[src/rtl/fifo_rd_stream_if.sv]
// FIFO read-port and beat-stream signals for fifo_rd_stream.
// The master modport is the drain engine; the slave modport is the FIFO plus downstream consumer.
interface fifo_rd_stream_if #(
  parameter int unsigned DATA_WIDTH = 16,
  parameter int unsigned OUT_WIDTH  = 8
);
  logic                  fifo_empty;
  logic                  fifo_rd_en;
  logic                  fifo_valid;
  logic [DATA_WIDTH-1:0] fifo_dout;
  logic                  out_vld;
  logic                  out_rdy;
  logic [OUT_WIDTH-1:0]  out_dat;
  logic                  out_last;

  modport master (
    input  fifo_empty, fifo_valid, fifo_dout, out_rdy,
    output fifo_rd_en, out_vld, out_dat, out_last
  );

  modport slave (
    output fifo_empty, fifo_valid, fifo_dout, out_rdy,
    input  fifo_rd_en, out_vld, out_dat, out_last
  );
endinterface

[src/rtl/fifo_rd_stream.sv]
// Read-clock drain engine: strobes a registered-output FIFO, prefetches words into a
// small circular buffer and unpacks each word LSB-first into RATIO beats on a valid/ready stream.
module fifo_rd_stream #(
  parameter int unsigned DATA_WIDTH = 16,
  parameter int unsigned OUT_WIDTH  = 8,
  parameter int unsigned BUF_DEPTH  = 3
) (
  input  logic                           clk,
  input  logic                           rst_n,
  fifo_rd_stream_if.master               bus,
  output logic [$clog2(BUF_DEPTH+1)-1:0] buf_cnt,
  output logic                           err
);
  localparam int unsigned RATIO  = DATA_WIDTH / OUT_WIDTH;
  localparam int unsigned CNT_W  = $clog2(BUF_DEPTH + 1);
  localparam int unsigned PTR_W  = (BUF_DEPTH > 1) ? $clog2(BUF_DEPTH) : 1;
  localparam int unsigned BEAT_W = (RATIO > 1) ? $clog2(RATIO) : 1;

  localparam logic [CNT_W-1:0]  CNT_FULL  = CNT_W'(BUF_DEPTH);
  localparam logic [CNT_W:0]    CNT_LIMIT = (CNT_W+1)'(BUF_DEPTH);
  localparam logic [PTR_W-1:0]  PTR_LAST  = PTR_W'(BUF_DEPTH - 1);
  localparam logic [BEAT_W-1:0] BEAT_LAST = BEAT_W'(RATIO - 1);

  logic [DATA_WIDTH-1:0] r_buf [BUF_DEPTH];
  logic [PTR_W-1:0]      r_head;
  logic [PTR_W-1:0]      r_tail;
  logic [CNT_W-1:0]      r_cnt;
  logic [BEAT_W-1:0]     r_beat;
  logic                  r_inflight;
  logic                  r_err;

  logic                  w_rd_en;
  logic [CNT_W:0]        w_pending;
  logic                  w_full;
  logic                  w_push;
  logic                  w_err_set;
  logic                  w_vld;
  logic                  w_xfer;
  logic                  w_beat_last;
  logic                  w_pop;
  logic [DATA_WIDTH-1:0] w_head;
  logic [OUT_WIDTH-1:0]  w_slice;

  function automatic logic [PTR_W-1:0] ptr_inc(input logic [PTR_W-1:0] p);
    return (p == PTR_LAST) ? '0 : p + 1'b1;
  endfunction

  // Issue depends only on registered occupancy and fifo_empty, so out_rdy never reaches the FIFO strobe.
  assign w_pending = {1'b0, r_cnt} + (CNT_W+1)'(r_inflight);
  assign w_rd_en   = rst_n & ~bus.fifo_empty & (w_pending < CNT_LIMIT);

  assign w_full    = (r_cnt == CNT_FULL);
  assign w_push    = bus.fifo_valid & r_inflight & ~w_full;
  // Unsolicited data, a missing response, or a push into a full buffer all flag a protocol error.
  assign w_err_set = (bus.fifo_valid ^ r_inflight) | (bus.fifo_valid & r_inflight & w_full);

  assign w_vld       = (r_cnt != '0);
  assign w_beat_last = (r_beat == BEAT_LAST);
  assign w_xfer      = w_vld & bus.out_rdy;
  assign w_pop       = w_xfer & w_beat_last;

  assign w_head  = r_buf[r_head];
  assign w_slice = w_head[r_beat*OUT_WIDTH +: OUT_WIDTH];

  assign bus.fifo_rd_en = w_rd_en;
  assign bus.out_vld    = w_vld;
  assign bus.out_dat    = w_vld ? w_slice : '0;
  assign bus.out_last   = w_vld & w_beat_last;
  assign buf_cnt        = r_cnt;
  assign err            = r_err;

  always_ff @(posedge clk) begin
    if (!rst_n) begin
      r_head     <= '0;
      r_tail     <= '0;
      r_cnt      <= '0;
      r_beat     <= '0;
      r_inflight <= 1'b0;
      r_err      <= 1'b0;
    end else begin
      r_inflight <= w_rd_en;
      if (w_err_set) r_err <= 1'b1;
      if (w_push) r_tail <= ptr_inc(r_tail);
      if (w_pop)  r_head <= ptr_inc(r_head);
      if (w_push && !w_pop)      r_cnt <= r_cnt + 1'b1;
      else if (!w_push && w_pop) r_cnt <= r_cnt - 1'b1;
      if (w_xfer) r_beat <= w_beat_last ? '0 : r_beat + 1'b1;
    end
  end

  always_ff @(posedge clk) begin
    if (rst_n && w_push) r_buf[r_tail] <= bus.fifo_dout;
  end
endmodule
[src/flat_wrapper.sv]
// flat-port wrapper written by rule: the top's interface ports become plain ports
module fifo_rd_stream_flat 
#(
  parameter int unsigned DATA_WIDTH = 16,
  parameter int unsigned OUT_WIDTH  = 8,
  parameter int unsigned BUF_DEPTH  = 3
)
  (clk, rst_n, buf_cnt, err, bus_fifo_empty, bus_fifo_valid, bus_fifo_dout, bus_out_rdy, bus_fifo_rd_en, bus_out_vld, bus_out_dat, bus_out_last);
  fifo_rd_stream_if #(.DATA_WIDTH(DATA_WIDTH), .OUT_WIDTH(OUT_WIDTH)) bus_i ();
  input  logic clk;
  input  logic rst_n;
  output logic [$clog2(BUF_DEPTH+1)-1:0] buf_cnt;
  output logic err;
  input wire logic [$bits(bus_i.fifo_empty)-1:0] bus_fifo_empty;
  input wire logic [$bits(bus_i.fifo_valid)-1:0] bus_fifo_valid;
  input wire logic [$bits(bus_i.fifo_dout)-1:0] bus_fifo_dout;
  input wire logic [$bits(bus_i.out_rdy)-1:0] bus_out_rdy;
  output wire logic [$bits(bus_i.fifo_rd_en)-1:0] bus_fifo_rd_en;
  output wire logic [$bits(bus_i.out_vld)-1:0] bus_out_vld;
  output wire logic [$bits(bus_i.out_dat)-1:0] bus_out_dat;
  output wire logic [$bits(bus_i.out_last)-1:0] bus_out_last;
  assign bus_i.fifo_empty = bus_fifo_empty;
  assign bus_i.fifo_valid = bus_fifo_valid;
  assign bus_i.fifo_dout = bus_fifo_dout;
  assign bus_i.out_rdy = bus_out_rdy;
  assign bus_fifo_rd_en = bus_i.fifo_rd_en;
  assign bus_out_vld = bus_i.out_vld;
  assign bus_out_dat = bus_i.out_dat;
  assign bus_out_last = bus_i.out_last;
  fifo_rd_stream #(.DATA_WIDTH(DATA_WIDTH), .OUT_WIDTH(OUT_WIDTH), .BUF_DEPTH(BUF_DEPTH)) u_core (.clk(clk), .rst_n(rst_n), .bus(bus_i), .buf_cnt(buf_cnt), .err(err));
endmodule
[config.mk]
export PLATFORM = sky130hd
export DESIGN_NAME = fifo_rd_stream_flat
export DESIGN_NICKNAME = d
export VERILOG_FILES = /design/src/rtl/fifo_rd_stream_if.sv /design/src/rtl/fifo_rd_stream.sv /design/src/flat_wrapper.sv
export SDC_FILE = /design/constraint.sdc
export NUM_CORES = 1
export LEC_CHECK = 0
export ABC_AREA = 0
export CORE_MARGIN = 10
export CORE_UTILIZATION = 53
export CTS_CLUSTER_DIAMETER = 100
export DETAILED_ROUTE_END_ITERATION = 6
export GPL_ROUTABILITY_DRIVEN = 0
export PLACE_DENSITY = 0.82
export SYNTH_ARGS = -nofsm -noshare
export SYNTH_HDL_FRONTEND = slang
export SYNTH_SLANG_ARGS = --single-unit
[constraint.sdc]
create_clock -name clk -period 5.9 [get_ports clk]
set_input_delay 0.885 -clock clk [delete_from_list [all_inputs] [get_ports clk]]
set_output_delay 0.885 -clock clk [all_outputs]
set_load 0.02 [all_outputs]
[Word level (Yosys, flattened, before mapping)]
Memories as Yosys holds them, arrays and structs flattened. A register that Yosys moved wholly into a read port is not among the register bits.
Cells that the tools add are included.
Operators by class
  add/sub/neg operators: 6
  magnitude comparators: 1
  equal/unequal tests: 3
  shift operators: 1
  muxes and demuxes: 10
  bitwise logic cells: 12
  reductions and logical operators: 7
Operators with widths (count)
  $shiftx A16 B5 Y8: 1
  $mux W2: 6
  $and A1 B1 Y1: 8
  $mux W8: 1
  $add A2 B1 Y2 const B: 3
  $eq A2 B2 Y1 const B: 3
  $reduce_bool A2 Y1: 2
  $add A2 B1 Y3: 1
  $logic_and A1 B1 Y1: 3
  $lt A3 B2 Y1 const B: 1
  $mux W1: 3
  $logic_not A1 Y1: 2
  $not A1 Y1: 2
  $sub A2 B1 Y2 const B: 1
  $add A1 B1 Y1 const B: 1
  $or A1 B1 Y1: 1
  $xor A1 B1 Y1: 1
Storage, ports and cells
  bits in registers: 9
  bits in writable memories: 48
  input bits: 21
  output and inout bits: 14
  logic and storage cells: 47
  memories: 1
Memory list
  u_core.r_buf: depth 3, bits a word 16, rd ports 1, clocked after Yosys merged registers in 1, wr ports 1, line fifo_rd_stream.sv:24  | logic [DATA_WIDTH-1:0] r_buf [BUF_DEPTH];

[Logic depth before layout (Yosys ltp)]
Gate-level depths: netlist (run 1).
  word-level depth: 7
  gate-level depth with buffers: 7
  gate-level depth less buffers: 7

[Least setup slack after synthesis (run 1)]
OpenSTA, ideal clock, no wires.
  path kind: input-to-reg
  start point: in bus_fifo_valid
  end point: mem u_core.r_buf[2][0], enable pin
  setup time: 430 ps
  arrival: 2855 ps
  required time: 5470 ps
  path slack: 2614 ps
  stages: 3
  path buffers: 0
  path through: ha_1 -> a21bo_2 -> nor4_1
Between the ends
  word-level cells in the longest chain between the ends: 5
Ends and longest elaborated chain
  start, declared: line flat_wrapper.sv:15  | input wire logic [$bits(bus_i.fifo_valid)-1:0] bus_fifo_valid;
  $and A1 B1 Y1 (2 in a row): line fifo_rd_stream.sv:53  | assign w_push = bus.fifo_valid & r_inflight & ~w_full;
  $logic_and A1 B1 Y1: line fifo_rd_stream.sv:92  | if (rst_n && w_push) r_buf[r_tail] <= bus.fifo_dout;
  $mux W1: line fifo_rd_stream.sv:92
  $mux W1 (not written as such): line fifo_rd_stream.sv:92
  end, declared: line fifo_rd_stream.sv:24
No other way between the ends.

[Worst setup path in the final report (run 1)]
  start point: in rst_n
  end point: out bus_fifo_rd_en
Between the ends
  word-level cells in the longest chain between the ends: 2
Ends and longest elaborated chain
  start, declared: line flat_wrapper.sv:11  | input logic rst_n;
  $and A1 B1 Y1 (2 in a row): line fifo_rd_stream.sv:50  | assign w_rd_en = rst_n & ~bus.fifo_empty & (w_pending < CNT_LIMIT);
  end, declared: line flat_wrapper.sv:18  | output wire logic [$bits(bus_i.fifo_rd_en)-1:0] bus_fifo_rd_en;
No other way between the ends.

==> run metrics, run 1 <==
layout cells sized above 1 between 15 and 20%; cell area reported after detailed placement ~0.0027 mm^2; hold-fix buffer count after cts 0; Boundary Pins 35; number of gates on the worst path with buffers counted 4; critical path endpoint category output port; CTS resizes 0; post-synthesis instance area 0.002372 mm^2; Detail Placement HPWL 3085 um; final hold violation count 0; slowest stage delay, CP 0.70 ns; max_cap viols 0; Die Ht between 80 and 90 um; share of power burned in registers a little over half; Synth-to-Final Area Change 23.42%; post-synthesis share of cell area spent on xor and xnor gates 1.108%; Crit Path Class primary input to output port; Cell Chain, Critical Path clkdlybuf4s50_1, clkinv_1, a2111oi_0, clkdlybuf4s50_1; Most Frequent Cell on Critical Path sky130_fd_sc_hd__clkdlybuf4s50_1; global route overflow 0; number of I/O port buffers 34; Critical path buffers and inverters 3; number of nets produced by synthesis 170; crit path max-delay cell type sky130_fd_sc_hd__clkdlybuf4s50_1; Bufs on Longest Clock Path 2; count of H-tree levels built during CTS 3; via count of the first global-routing pass 1,478; full die area approximately 0.0076 mm^2; fill cell instance count of the final layout roughly 300; post-synthesis compound-gate area fraction under 10%; DRT Wirelength between 4000 and 5000 um; number of antenna violations at the first check in global routing 0; detailed-route via count around 1,400; most used flip-flop cell after synthesis sky130_fd_sc_hd__edfxtp_1; sequential fraction of the synthesis area 70.04%; maximum clock skew at final layout 0.007934 ns; FF-to-FF path depth 3; clock tree sinks 59; cell chosen for the clock root sky130_fd_sc_hd__clkbuf_8; worst slew pin tran 1.188 ns; share of flip-flops with an asynchronous set or reset after synthesis 0%; leakage power summed over all cells 0.9624 nW; number of standard-cell rows in the floorplan 24; number of synthesized flops with an enable pin 48; CTS tree built; Ant. Diodes 0; routed wire length per instance approximately 19 um; Hold Path Stages 2; Final Setup Violations 0; area taken by flip-flops and latches 0.001662 mm^2; drt pass-1 iters 5; Post-Syn Instances 145; Inserted Clock Buffers 9; Yosys warning total 0; maximum number of pins on one net before global-route repair 18; clock transition at the registers of the reported paths ~0.06 ns; Hold WS 0.4937 ns; dominant combinational cell family by area after synthesis multiplexers; DRC violations left 0; kind of start point of the critical path primary input; final count of pins violating max slew 0; Comb power frac 8.4%; area taken by multi-input logic gates 655.6 um^2; Switching Share 21.19%; ratio of routed vias to standard cells ~5.7; starting density of the core 54.48%; global-route usage over all layers a little over an eighth; unique cell type count in the Yosys netlist 36; final core utilization 67.24%; crit path max fanout 10; Setup Total Neg Slack 0 ns; Post-Synth Adder-Cell Area under 10%; setup repair after global routing missed its margin false; synthesized area divided by synthesized cell count between 15 and 20 um^2; Max VDD drop 0.0001841 V; worst path arrival time 2.86 ns; top cell family by delay on the critical path buffers and inverters; data required time of the worst path roughly 5 ns; Die W 86.90 um; simple-gate portion of the synthesized area between 4 and 5%; insertion delay to the later sink of the worst-skew pair ~0.32 ns; net switching power of the design approximately 0.18 mW; DR iter-0 viols roughly 100; area of the placeable core 0.004354 mm^2; Clock power frac 38.2%; Power Density 297.2 mW/mm^2; Max-slew headroom 20.21%; hold crit path type flop to flop; maximum frequency from static timing analysis approximately 270 MHz; internal power summed over all cells 0.6857 mW; post-route minimum period 3.747 ns; Finished Cell Area 0.002928 mm^2; share of the clock period used by the worst path 63.50%; outcome completed; first-pass GRT wire length 7458 um; mux cell area share after synthesis 10.55%; antenna violation net count after detailed routing 0; Final #Nets 209; count of buffers added by post-CTS timing repair for setup 0; post-synthesis sequential element count 59
==> worst min-delay path, cell delays in order, from the launching register on <==
cell	delay (ns)
sky130_fd_sc_hd__dfxtp_1	0.33
sky130_fd_sc_hd__a311oi_1	0.05
sky130_fd_sc_hd__nor2_1	0.08
==> through the flow <==
| step | instances | setup slack [ns] | power (mW) |
|---|---|---|---|
| final | 241 | 2.153 | 0.8700 |
| after global routing | 241 | 2.063 | 0.9030 |
| after CTS | 241 | 2.160 | 0.8780 |
| after detailed placement | 225 | 2.163 | 0.5474 |
| after global placement | 225 | 2.313 | 0.5444 |
| after floorplan | 145 | 2.614 | 0.5087 |
==> cells in the mapped netlist (all sizes together), types with 2 or more instances <==
| cell type | count | share of area (%) |
|---|---|---|
| mux2i | 16 | 6.8 |
| dfxtp | 11 | 9.3 |
| ha | 4 | 2.1 |
| or2 | 2 | 0.53 |
| mux2 | 8 | 3.8 |
| a2111oi | 2 | 0.74 |
| xor2 | 3 | 1.1 |
| a21oi | 3 | 0.79 |
| a221oi | 8 | 3.5 |
| buf | 8 | 2.5 |
| nand2 | 3 | 0.47 |
| nor4 | 2 | 0.79 |
| or3 | 2 | 0.53 |
| nor2 | 3 | 0.47 |
| inv | 2 | 0.32 |
| edfxtp | 48 | 61 |
| o21ai | 10 | 2.1 |
==> metal layers <==
layer / global-route usage, % / routed length (um) / vias to the layer above
li1: - / - / 651
met1: 14.57 / 1941 / 698
met2: 20.85 / 2422 / 26
met3: 5.150 / 211 / 4
met4: 7.511 / 49 / 0
met5: 0 / 0 / -
==> worst paths after layout <==
kind,endpoint,slack [ns],from
worst max-delay path,bus_fifo_rd_en,2.15,rst_n
worst min-delay path,u_core.err,0.49,u_core.err
worst max register to register,u_core.r_buf[0][7],3.81,u_core.r_inflight
worst min register to register,u_core.err,0.49,u_core.err
==> sequential cells by signal, summed over array words and instances, names as in the netlist, named ones only <==
name               count
u_core.r_beat          1
u_core.r_buf          48
u_core.buf_cnt         2
u_core.r_tail          2
u_core.err             1
u_core.r_head          2
u_core.r_inflight      1
==> final cells by class <==
cell class / count / share of cell area [%]
clock buffers: 12 / 4.615
clock inverters: 4 / 1.496
inverters: 3 / 0.3846
multi-input cells: 75 / 22.39
flip-flops and latches: 59 / 56.75
well taps: 52 / 2.222
repair buffers: 36 / 12.14
==> cells by family (layout without fill, tap and decap cells) <==
logic type | Yosys count | after routing
muxes | 24 | 24
buffers and inverters | 11 | 55
xor gates and xnor gates | 3 | 3
adders and majority gates | 4 | 4
and+or+nand+nor | 16 | 16
DFF | 59 | 59
AOI/OAI and AO/OA | 28 | 28
==> cell usage in the layout, fill, tap and decap left out, types with 4 or more instances in the layout <==
master / netlist / routed
sky130_fd_sc_hd__o21ai_1: 5 / 5
sky130_fd_sc_hd__a221oi_1: 6 / 6
sky130_fd_sc_hd__mux2_2: 6 / 6
sky130_fd_sc_hd__mux2i_1: 16 / 16
sky130_fd_sc_hd__edfxtp_1: 48 / 48
sky130_fd_sc_hd__ha_1: 4 / 4
sky130_fd_sc_hd__dfxtp_1: 11 / 11
sky130_fd_sc_hd__o21ai_0: 5 / 5
sky130_fd_sc_hd__clkdlybuf4s50_1: 0 / 34
sky130_fd_sc_hd__clkbuf_8: 0 / 9
==> power by group through the flow <==
stage / clock [mW] / combinational [mW] / sequential (mW)
after global routing: 0.358 / 0.0791 / 0.466
after CTS: 0.339 / 0.0740 / 0.465
after detailed placement: 0 / 0.0736 / 0.474
after floorplan: 0 / 0.0387 / 0.470
final: 0.332 / 0.0730 / 0.465
after global placement: 0 / 0.0712 / 0.473
(Power assumes the default switching activity.)
==> run 2, diff against run 1 <==
Settings changed: CORE_UTILIZATION 53 to 48, PLACE_DENSITY 0.82 to 0.79.
Clock period 5.9 ns to 3.4 ns, I/O delays scaled along.
==> run 2 against run 1 <==
  * Sequential power up 73%
  * Clock skew down 0.0041 ns
  * Non-clock buffer count up 4
  * Combinational power up 84%
==> run metrics, run 2 (synthesis gave the netlist of run 1 again) <==
ratio of routed vias to standard cells approximately 5.4; non-filler instance count after layout 260; critical path endpoint category output port; Crit Path Class flop to output port; final count of pins violating max slew 0; Setup Total Neg Slack 0 ns; outcome completed; starting density of the core 49.89%; DR iter-0 viols 96; Power Density ~520 mW/mm^2; most common cell after layout, fill and taps aside sky130_fd_sc_hd__edfxtp_1; Max-slew headroom between 40 and 50%; launch point of the worst reg-to-reg path u_core.r_inflight; Final #Nets roughly 210; leakage power summed over all cells 0.9923 nW; Finished Cell Area 0.002995 mm^2; global-route usage over all layers 12.64%; global route overflow 0; CTS resizes 0; data required time of the worst path 2.89 ns; insertion delay to the later sink of the worst-skew pair 0.33 ns; final hold violation count 0; Inserted Clock Buffers 9; hold-fix buffer count after cts 0; maximum frequency from static timing analysis approximately 340 MHz; count of buffers added by post-CTS timing repair for setup 0; layout cells sized above 1 18.13%; via count of the first global-routing pass about 1,600; net switching power of the design 0.3252 mW; Clock power frac 40.0%; full die area 0.008154 mm^2; internal power summed over all cells 1.236 mW; Largest Register u_core.r_buf; Bufs on Longest Clock Path 2; area of the placeable core roughly 0.0048 mm^2; DRT Wirelength 4824 um; first-pass GRT wire length between 7000 and 8000 um; crit path max fanout 10; Synth-to-Final Area Change 26.27%; share of power burned in registers 51.4%; worst slew pin tran around 0.76 ns; Die W about 90 um; clock tree sinks between 50 and 60; Post-Place Worst Slack 0.7949 ns; Comb power frac 8.6%; cell chosen for the clock root sky130_fd_sc_hd__clkbuf_8; antenna violation net count after detailed routing 0; Final Setup Violations 0; CTS tree built; clock transition at the registers of the reported paths approximately 0.06 ns; cell area reported after detailed placement approximately 0.0028 mm^2; DRC violations left 0; flip-flop count of the largest register after layout 48; drt pass-1 iters 4; commonest non-fill, non-tap cells in the layout sky130_fd_sc_hd__edfxtp_1 (48), sky130_fd_sc_hd__clkdlybuf4s50_1 (34), sky130_fd_sc_hd__mux2i_1 (16), sky130_fd_sc_hd__dfxtp_1 (11), sky130_fd_sc_hd__clkbuf_8 (11); detailed-route via count 1,405; post-route setup slack 0.4778 ns; Cell Count Post-Placement 244; kind of start point of the critical path flop; maximum number of pins on one net before global-route repair 17; setup repair after global routing missed its margin false; share of the clock period used by the worst path between 80% and 90%; Ant. Diodes 0; hold crit path type flop to flop; max_cap viols 0; Switching Share 20.83%; number of standard-cell rows in the floorplan 25; Die Ht 90.30 um; number of antenna violations at the first check in global routing 0; routed wire length per instance approximately 19 um; Hold WS 0.4860 ns; post-route minimum period around 2.9 ns; Max VDD drop 0.0002688 V; Boundary Pins 35; number of I/O port buffers 34; Detail Placement HPWL about 3400 um; final core utilization 63.00%; maximum clock skew at final layout ~0.0038 ns; post-route total power approximately 1.6 mW; count of H-tree levels built during CTS 3; startpoint of the tightest hold check path u_core.err; worst path arrival time roughly 2.4 ns
[run 2: final timing paths]
| check | endpoint | slack, ns | cells after the start |
|---|---|---|---|
| max | bus_out_dat[4] | 0.48 | 5 |
| min | u_core.err | 0.49 | 2 |
| max reg2reg | u_core.r_buf[0][10] | 1.50 | 4 |
| min reg2reg | u_core.err | 0.49 | 2 |
[run 2: metal layers]
| metal | track usage (%) | vias to the layer above | wire (um) |
|---|---|---|---|
| li1 | - | 657 | - |
| met1 | 13.34 | 687 | 1967 |
| met2 | 20.64 | 48 | 2420 |
| met3 | 5.736 | 13 | 329 |
| met4 | 6.897 | 0 | 106 |
| met5 | 0 | - | 0 |
[run 2: power groups by stage]
| stage | combinational, mW | clock, mW | sequential, mW |
|---|---|---|---|
| finish | 0.134 | 0.624 | 0.803 |
| global route | 0.145 | 0.675 | 0.804 |
| global placement | 0.130 | 0 | 0.817 |
| floorplan | 0.0672 | 0 | 0.816 |
| CTS | 0.136 | 0.637 | 0.803 |
| detailed placement | 0.135 | 0 | 0.818 |
[run 2: cell type report]
| class | count | area [um^2] |
|---|---|---|
| fill | 378 | 1759 |
| multi-input combinational | 75 | 655.6 |
| sequential | 59 | 1662 |
| inverter | 3 | 11.26 |
| timing repair buffer | 40 | 385.4 |
| clock buffer | 14 | 162.7 |
| clock inverter | 2 | 35.03 |
| tap | 67 | 83.83 |
[run 2: critical path: stages (launching register included)]
cell and delay [ns]:
sky130_fd_sc_hd__dfxtp_1 0.63, sky130_fd_sc_hd__buf_4 0.28, sky130_fd_sc_hd__mux2_2 0.34, sky130_fd_sc_hd__o21ai_0 0.18, sky130_fd_sc_hd__a221oi_1 0.08, sky130_fd_sc_hd__clkdlybuf4s50_1 0.58
